## src/rtl/button_pkg.sv

```systemverilog
// rtl/button_pkg.sv - shared state encoding and counter-width helper for the button debouncer
package button_pkg;

  typedef enum logic [1:0] {
    RELEASED    = 2'd0,
    DEB_PRESS   = 2'd1,
    PRESSED     = 2'd2,
    DEB_RELEASE = 2'd3
  } btn_state_e;

  // At least one bit, even for the smallest legal debounce length.
  function automatic int deb_cnt_width(input int cycles);
    return (cycles <= 2) ? 1 : $clog2(cycles);
  endfunction

endpackage

```

## src/rtl/button_debounce_ch.sv

```systemverilog
// rtl/button_debounce_ch.sv - one button channel: synchroniser, debounce FSM and press counter
module button_debounce_ch
  import button_pkg::*;
#(
  parameter int DEBOUNCE_CYCLES = 48000,
  parameter bit ACTIVE_LOW      = 1'b1,
  parameter int CNT_W           = 8
) (
  input  logic             clk,
  input  logic             rst,
  input  logic             pad,
  output logic             level,
  output logic             press,
  output logic             rel,
  output logic [CNT_W-1:0] count
);

  localparam int              DW       = deb_cnt_width(DEBOUNCE_CYCLES);
  localparam logic [DW-1:0]   CNT_LAST = DW'(DEBOUNCE_CYCLES - 1);

  logic             sync1_q, sync1_d;
  logic             sync_q, sync_d;
  btn_state_e       state_q, state_d;
  logic [DW-1:0]    cnt_q, cnt_d;
  logic             level_q, level_d;
  logic             press_q, press_d;
  logic             rel_q, rel_d;
  logic [CNT_W-1:0] count_q, count_d;

  always_comb begin
    sync1_d = ACTIVE_LOW ? ~pad : pad;
    sync_d  = sync1_q;
    state_d = state_q;
    cnt_d   = cnt_q;
    case (state_q)
      RELEASED: begin
        if (sync_q) begin
          state_d = DEB_PRESS;
          cnt_d   = DW'(1);
        end
      end
      DEB_PRESS: begin
        if (!sync_q) begin
          state_d = RELEASED;
          cnt_d   = '0;
        end else if (cnt_q == CNT_LAST) begin
          state_d = PRESSED;
        end else begin
          cnt_d = cnt_q + 1'b1;
        end
      end
      PRESSED: begin
        if (!sync_q) begin
          state_d = DEB_RELEASE;
          cnt_d   = DW'(1);
        end
      end
      DEB_RELEASE: begin
        if (sync_q) begin
          state_d = PRESSED;
          cnt_d   = '0;
        end else if (cnt_q == CNT_LAST) begin
          state_d = RELEASED;
        end else begin
          cnt_d = cnt_q + 1'b1;
        end
      end
      default: begin
        state_d = RELEASED;
        cnt_d   = '0;
      end
    endcase
    // Strobes fire only on the debounced transitions, never on a bounce back.
    level_d = (state_d == PRESSED) || (state_d == DEB_RELEASE);
    press_d = (state_q == DEB_PRESS) && (state_d == PRESSED);
    rel_d   = (state_q == DEB_RELEASE) && (state_d == RELEASED);
    count_d = press_d ? count_q + 1'b1 : count_q;
  end

  always_ff @(posedge clk) begin
    if (rst) begin
      sync1_q <= 1'b0;
      sync_q  <= 1'b0;
      state_q <= RELEASED;
      cnt_q   <= '0;
      level_q <= 1'b0;
      press_q <= 1'b0;
      rel_q   <= 1'b0;
      count_q <= '0;
    end else begin
      sync1_q <= sync1_d;
      sync_q  <= sync_d;
      state_q <= state_d;
      cnt_q   <= cnt_d;
      level_q <= level_d;
      press_q <= press_d;
      rel_q   <= rel_d;
      count_q <= count_d;
    end
  end

  assign level = level_q;
  assign press = press_q;
  assign rel   = rel_q;
  assign count = count_q;

endmodule

```

## src/rtl/button_debounce_in.sv

```systemverilog
// rtl/button_debounce_in.sv - NUM_BTN independent debounced pushbutton inputs
module button_debounce_in
  import button_pkg::*;
#(
  parameter int NUM_BTN         = 2,
  parameter int DEBOUNCE_CYCLES = 48000,
  parameter bit ACTIVE_LOW      = 1'b1,
  parameter int CNT_W           = 8
) (
  input  logic                     clk,
  input  logic                     rst,
  input  logic [NUM_BTN-1:0]       btn_pad,
  output logic [NUM_BTN-1:0]       btn_level,
  output logic [NUM_BTN-1:0]       btn_press,
  output logic [NUM_BTN-1:0]       btn_release,
  output logic [NUM_BTN*CNT_W-1:0] press_count
);

  for (genvar i = 0; i < NUM_BTN; i++) begin : g_ch
    button_debounce_ch #(
      .DEBOUNCE_CYCLES(DEBOUNCE_CYCLES),
      .ACTIVE_LOW     (ACTIVE_LOW),
      .CNT_W          (CNT_W)
    ) u_ch (
      .clk  (clk),
      .rst  (rst),
      .pad  (btn_pad[i]),
      .level(btn_level[i]),
      .press(btn_press[i]),
      .rel  (btn_release[i]),
      .count(press_count[i*CNT_W +: CNT_W])
    );
  end

endmodule

```

## config.mk

```make
export PLATFORM = sky130hd
export DESIGN_NAME = button_debounce_in
export DESIGN_NICKNAME = d
export VERILOG_FILES = /design/src/rtl/button_pkg.sv /design/src/rtl/button_debounce_ch.sv /design/src/rtl/button_debounce_in.sv
export SDC_FILE = /design/constraint.sdc
export NUM_CORES = 1
export LEC_CHECK = 0
export CAP_MARGIN = 15
export CORE_MARGIN = 10
export CORE_UTILIZATION = 40
export CTS_BUF_LIST = sky130_fd_sc_hd__clkbuf_8
export DETAILED_ROUTE_END_ITERATION = 10
export GPL_TIMING_DRIVEN = 0
export SKIP_CTS_REPAIR_TIMING = 1
export SLEW_MARGIN = 10
export SYNTH_ARGS = -nofsm -noshare
export SYNTH_HDL_FRONTEND = slang
export SYNTH_SLANG_ARGS = --single-unit
```

## constraint.sdc

```tcl
create_clock -name clk -period 2.3 [get_ports clk]
set_input_delay 0.23 -clock clk [delete_from_list [all_inputs] [get_ports clk]]
set_output_delay 0.23 -clock clk [all_outputs]
set_load 0.02 [all_outputs]
```

==> results of run 1 <==
[cell usage after synthesis (all sizes together) (12+ instances only)]
master and n:
nor4 13, inv 12, nand2 23, dfxtp 62, nand4 15, or4 14
a21oi 27, nor2 26, or3 14, nand3 26, o21ai 16, clkbuf 17
[area by class of cell]
class | count | share of cell area
Clock inverter | 7 | 0.0154
Inverter | 12 | 0.0121
Sequential cell | 62 | 0.335
Tap cell | 102 | 0.0342
Clock buffer | 9 | 0.0332
Timing Repair Buffer | 26 | 0.0692
Multi-Input combinational cell | 269 | 0.466
Buffer | 25 | 0.0346
[how the worst min path moves through the flow]
stage,start,end,cells past startpoint
after floorplan,btn_pad[0],g_ch[0].u_ch.sync1_q,1
after global routing,btn_pad[1],g_ch[1].u_ch.sync1_q,2
after detailed placement,g_ch[0].u_ch.sync1_q,g_ch[0].u_ch.sync_q,1
after global placement,g_ch[0].u_ch.sync1_q,g_ch[0].u_ch.sync_q,1
after CTS,btn_pad[1],g_ch[1].u_ch.sync1_q,2
final,btn_pad[1],g_ch[1].u_ch.sync1_q,2
[cells by family (layout without fill, tap and decap cells)]
kind of cell / Yosys count / in the layout / synth area share
AOI/OAI and AO/OA: 68 / 68 / 0.131
buffers and inverters: 38 / 79 / 0.0541
and+or+nand+nor: 173 / 173 / 0.313
adders and majority gates: 4 / 4 / 0.0162
DFF: 62 / 62 / 0.401
muxes: 10 / 10 / 0.0351
xor gates and xnor gates: 14 / 14 / 0.0493
[stage by stage]
step / setup TNS, ns / hold WS (ns) / std cells / setup slack [ns] / area (um^2)
2_1_floorplan: 0 / 0.302 / 369 / 0.174 / 3100
3_3_place_gp: -0.336 / 0.421 / 496 / -0.0760 / 3480
3_5_place_dp: -0.386 / 0.426 / 496 / -0.0736 / 3480
4_1_cts: -0.424 / 0.418 / 512 / -0.0856 / 3660
5_1_grt: -0.0759 / 0.408 / 512 / -0.0533 / 3730
6_report: 0 / 0.424 / 512 / 0.0419 / 3730
[where the power goes]
part           switching (W)  total (W)  internal, W
Combinational      0.0000541  0.0000819    0.0000279
Sequential        0.00000573    0.00109      0.00108
Clock               0.000407   0.000892     0.000485
Total               0.000467    0.00206      0.00159
[sequential cells by signal (all words and copies together) (netlist names)]
| name | cells |
|---|---|
| g_ch.u_ch.cnt_q | 32 |
| g_ch.u_ch.press | 2 |
| g_ch.u_ch.level | 2 |
| g_ch.u_ch.sync1_q | 2 |
| g_ch.u_ch.rel | 2 |
| g_ch.u_ch.sync_q | 2 |
| g_ch.u_ch.state_q | 4 |
| g_ch.u_ch.count | 16 |
[critical path, delay by kind of cell (launching register included)]
family	cells	cell delay, ns
and+or+nand+nor	3	1.30
muxes	1	0.36
DFF	1	0.34
buffers and inverters	1	0.15
[metal layers]
layer	part of all wire	up-vias	track usage
met2	0.48	55	0.202
met3	0.037	13	0.0387
met5	0	-	0
met1	0.47	1330	0.153
li1	-	1449	-
met4	0.013	0	0.0410
[cell usage in the layout (no fill, tap or decap), types with 3 or more instances in the layout]
| cell | count |
|---|---|
| and3_1 | 7 |
| nor2_1 | 26 |
| or3_1 | 14 |
| clkbuf_1 | 15 |
| mux2_2 | 7 |
| xor2_1 | 3 |
| o21ai_0 | 16 |
| clkdlybuf4s50_1 | 25 |
| nand4_1 | 15 |
| a211oi_1 | 4 |
| dfxtp_2 | 6 |
| a21oi_1 | 26 |
| or4_4 | 3 |
| a31oi_1 | 4 |
| buf_4 | 7 |
| clkinv_2 | 4 |
| nand2_1 | 23 |
| or2_2 | 3 |
| nor4_1 | 12 |
| inv_1 | 14 |
| xnor2_1 | 7 |
| or4_1 | 10 |
| clkbuf_8 | 9 |
| nand3_1 | 26 |
| nand3b_1 | 3 |
| dfxtp_1 | 56 |
| o31ai_1 | 8 |
| nor3_1 | 9 |
| mux2i_1 | 3 |
| nor2b_1 | 9 |
==> summary.md, run 1 <==
| Metric | Value |
|---|---|
| CTS Buffer Depth | 2 |
| Fillers | around 750 |
| Leak | roughly 1.2 nW |
| Ratio of cells with drive above 1 in the final layout | 0.132 |
| Reg-to-Reg End | g_ch[1].u_ch.count[6] |
| CP max-delay cell | or4b_4 |
| Share of flip-flops with an asynchronous set or reset | 0 |
| Peak supply drop | 0.323 mV |
| Slowest stage delay, CP | 0.56 ns |
| H-tree depth | 3 |
| Post-Syn Area | 3100 um^2 |
| Final #Nets | 413 |
| Tightest Hold Check Type | input pin to flop |
| Number of global-route vias before repair | 2553 |
| Largest net degree at the start of global routing | 11 |
| Capture point of the worst path | g_ch[1].u_ch.count[6] |
| Clk_lat worst skew | 0.33 ns |
| Detailed-route wire length | 7260 um |
| Number of flops mapped to enable cells by yosys | 0 |
| Post-DR vias/cell | 5.56 |
| Worst-path clk slew | 0.06 ns |
| Top FF cell, synth | dfxtp_1 |
| Row cnt | 32 |
| Synth area leaders | dfxtp_1, a21oi_1, nand3_1 |
| Tot Pwr | 0.00206 W |
| Kind of critical path | flop to flop |
| Crit path from | g_ch[1].u_ch.cnt_q[14] |
| Remaining Overflow, GRT | 0 |
| Worst Reg-to-Reg Cells | 5 |
| I/O pins | 26 |
| CP cell instances | or4b_4 > or4_4 > buf_6 > nor3_1 > mux2_2 |
| DRC | 0 |
| CTS Buf Count | 9 |
| Initial antenna violation count | 0 |
| # Max-Cap Violations | 0 |
| Worst setup EP type | flop |
| Share of Yosys cell area claimed by the top area cell type | 0.401 |
| Synth area leader | dfxtp_1 |
| Yosys Warn Count | 0 |
| FF+latch area | 1250 um^2 |
| Final Setup Violations | 0 |
| Area grow syn2layout | 20.3% |
| Synth Register Bits | 62 |
| Startpoint class of the critical path | flop |
| Initial Util | 0.405 |
| Overall die width | 108 um |
| Iter 0 DRT Violations | 77 |
| Clock sinks | 62 |
| Gp weighted congestion | 0.854 |
| Unrepaired setup endpoints after global routing | yes |
| Clk_skew | just under 0.01 ns |
| Root Buffer | clkbuf_8 |
| Vias | 2847 |
| Per-cell routed wire length | 14.2 um |
| Critical path arrival | 2.48 ns |
| Slew @ Worst Pin | 0.995 ns |
| Global Route Usage Sum | 0.124 |
| CP required | 2.52 ns |
| Reg-to-reg critical path startpoint | g_ch[1].u_ch.cnt_q[14] |
| Post-synth cell types | 45 |
| Average cell area after synthesis | 8.40 um^2 |
| Post-route ant nets | 0 |
| Power density over the cells | 553 nW/um^2 |
| Final period util | 0.982 |
| Core area | 7650 um^2 |
| Die height | 108 um |
| Final core utilization | 0.487 |
| Flop-to-flop setup slack | 0.04 ns |
| Pins over their slew limit | 0 |
| Port Buffers | 25 |
| Relative max-transition margin | 0.331 |
| Post-synthesis sequential area ratio | 0.401 |
| CTS tree | done |
| Status | complete, no violations |
| N_diodes | 0 |
| DRT Pass-1 Iters | 5 |
| First-pass GRT wire length | approximately 12000 um |
| Min Tclk post-route | between 2 and 2.5 ns |
| Fmax achieved | ~440 MHz |
| Post-DP HPWL | between 5000 and 6000 um |
| Hold Fails Final Rpt | 0 |
| Critical Path Fanout Max | 9 |
| Synth Instances | 369 |
| Multi-input gate area | 1740 um^2 |
| Die area | 11700 um^2 |
| Mapped Nets | between 300 and 400 |
No activity file was read; power rests on OpenSTA's default activity.
==> run 2: changes to the inputs <==
--- a/config.mk
+++ b/config.mk
@@ -7,10 +7,11 @@
 export LEC_CHECK = 0
 export CAP_MARGIN = 15
 export CORE_MARGIN = 10
-export CORE_UTILIZATION = 40
+export CORE_UTILIZATION = 55
 export CTS_BUF_LIST = sky130_fd_sc_hd__clkbuf_8
 export DETAILED_ROUTE_END_ITERATION = 10
 export GPL_TIMING_DRIVEN = 0
+export PLACE_DENSITY = 0.76
 export SKIP_CTS_REPAIR_TIMING = 1
 export SLEW_MARGIN = 10
 export SYNTH_ARGS = -nofsm -noshare
==> run 2 against run 1 <==
Against the previous run: power is 7.2% higher; hold slack lost 0.010 ns; critical endpoint is now g_ch[1].u_ch.count[2]; fmax increased by 1.5%; flip-flop and latch count did not move; global-route usage increased by 3.9 points; sequential share of layout area grew 0.22 points; die area decreased by 23%; critical path depth unchanged; via count rose by 2.1%; combinational power shrank 4.0%.
==> summary.md, run 2 (synthesis results as in run 1) <==
| Metric | Value |
|---|---|
| Status | complete, no violations |
| Iter 0 DRT Violations | 173 (+120%) |
| Unrepaired setup endpoints after global routing | no |
| Hold depth | 2 (unchanged) |
| Port Buffers | 25 (unchanged) |
| Worst-path clk slew | 0.07 ns (about the same) |
| Remaining Overflow, GRT | 0 (unchanged) |
| Global Route Usage Sum | 0.163 (+0.0390) |
| Leak | 1.19 nW (+0.65%) |
| Number of global-route vias before repair | 2636 (+3.3%) |
| CP cell instances | or4b_4 > or4_1 > buf_4 > or4_1 > a21oi_1 |
| Relative max-transition margin | 0.363 (+0.0323) |
| First-pass GRT wire length | 12100 um (+0.40%) |
| Critical path arrival | 2.49 ns (about the same) |
| Ratio of cells with drive above 1 in the final layout | 0.115 (-0.0171) |
| Root Buffer | clkbuf_8 |
| Post-DR vias/cell | 6.03 (+8.5%) |
| Final Setup Violations | 0 (unchanged) |
| Die area | 9030 um^2 (-23%) |
| Overall die width | 95.1 um (-12%) |
| Final period util | 0.968 (-0.0141) |
| Die height | 95.1 um (-12%) |
| Peak supply drop | 0.393 mV (+22%) |
| Detailed-route wire length | 7310 um (+0.73%) |
| Worst Reg-to-Reg Cells | 5 (unchanged) |
| DRC | 0 (unchanged) |
| CTS Buffer Depth | 2 (unchanged) |
| Startpoint class of the critical path | flop |
| Slowest stage delay, CP | 0.55 ns (about the same) |
| Clk_skew | 0.00600 ns (-0.00375 ns) |
| Pins over their slew limit | 0 (unchanged) |
| Min Tclk post-route | 2.23 ns (-0.0324 ns) |
| Core area | 5470 um^2 (-28%) |
| Tightest Hold Check Type | input pin to flop |
| Commonest non-fill, non-tap cell in the layout | dfxtp_1 |
| Crit-path most repeated cell | or4_1 |
| Critical Path Fanout Max | 9 (unchanged) |
| H-tree depth | 3 (unchanged) |
| Worst setup EP type | flop |
| I/O pins | 26 (unchanged) |
| Per-cell routed wire length | 15.2 um (+7.0%) |
| CP required | 2.57 ns (+0.05 ns) |
| Slew @ Worst Pin | 0.947 ns (-0.0481 ns) |
| Area grow syn2layout | 19.3% |
| Clock sinks | 62 (unchanged) |
| Row cnt | 27 (-16%) |
| Crit path from | g_ch[1].u_ch.cnt_q[7] |
| CP max-delay cell | or4b_4 |
| Post-DP HPWL | 5110 um (-0.70%) |
| Reg-to-reg critical path startpoint | g_ch[1].u_ch.cnt_q[7] |
| Largest net degree at the start of global routing | 11 (unchanged) |
| Post-route ant nets | 0 (unchanged) |
| Initial Util | 0.566 (+0.161) |
| Kind of critical path | flop to flop |
| Commonest non-fill, non-tap cells in the layout | dfxtp_1, a21oi_1, nand3_1, nor2_1, clkdlybuf4s50_1 |
| Tot Pwr | 0.00221 W (+7.2%) |
| Final WS setup | 0.0742 ns (+0.0324 ns) |
| Largest reg by FF count | g_ch.u_ch.cnt_q |
| CTS tree | done |
| CTS Buf Count | 9 (unchanged) |
| Largest register FFs | 32 (unchanged) |
| Hold Fails Final Rpt | 0 (unchanged) |
| Fmax achieved | 449 MHz (+1.5%) |
| Clk_lat worst skew | 0.34 ns (about the same) |
| Hold_sp | btn_pad[0] |
| Initial antenna violation count | 0 (unchanged) |
| Final #Nets | 413 (unchanged) |
| N_diodes | 0 (unchanged) |
| # Max-Cap Violations | 0 (unchanged) |
| DRT Pass-1 Iters | 5 (unchanged) |
| Vias | 2907 (+2.1%) |
| Dpl ws | -0.0452 ns (+0.0284 ns) |
| Gp weighted congestion | 0.881 (+3.1%) |
| Power density over the cells | 598 nW/um^2 (+8.1%) |
[run 2: cell count changes in the layout (fill, tap and decap cells not counted), moves of 2 or more]
cell and delta:
dfxtp_1 +2, or4_4 -3, or4_1 +3, clkbuf_2 +2, dfxtp_2 -2, clkinv_2 -2
[run 2: cell type report]
cell class	count	area [um^2]
fill	450	1780
multi-input combinational	269	1720
sequential	62	1250
timing repair buffer	27	263
clock buffer	10	138
buffer	24	119
tap	72	90.1
clock inverter	6	77.6
inverter	12	45.0
[run 2: metrics by stage]
step | setup TNS (ns) | hold slack (ns) | std cells | cell area, um^2 | util
global route | 0 | 0.425 | 482 | 3700 | 0.675
finish | 0 | 0.414 | 482 | 3700 | 0.675
floorplan | 0 | 0.302 | 369 | 3100 | -
detailed placement | -0.156 | 0.424 | 466 | 3440 | 0.628
CTS | -0.269 | 0.404 | 482 | 3650 | 0.668
global placement | 0 | 0.417 | 466 | 3440 | 0.628
[run 2: power breakdown]
group | leakage (nW) | switching [W] | internal, W
clock network | 0.119 | 0.000413 | 0.000628
logic | 0.570 | 0.0000513 | 0.0000273
registers | 0.502 | 0.00000834 | 0.00108
total | 1.19 | 0.000472 | 0.00174
[run 2: routing by layer]
layer	routed length [um]	vias up	global-route usage
met5	0	-	0
met4	117	0	0.0711
met3	387	11	0.0322
met2	3660	96	0.275
met1	3140	1363	0.198
li1	-	1437	-
[run 2: critical path, delay by kind of cell (launching register included)]
kind | cells | cell delay (ns)
and+or+nand+nor | 3 | 1.51
buffers and inverters | 1 | 0.18
AOI/OAI and AO/OA | 1 | 0.13
DFF | 1 | 0.34
[run 2: worst paths after layout]
check | endpoint | slack (ns)
worst min register to register | g_ch[1].u_ch.sync_q | 0.43
worst max-delay path | g_ch[1].u_ch.count[2] | 0.07
worst max register to register | g_ch[1].u_ch.count[2] | 0.07
worst min-delay path | g_ch[0].u_ch.sync1_q | 0.41
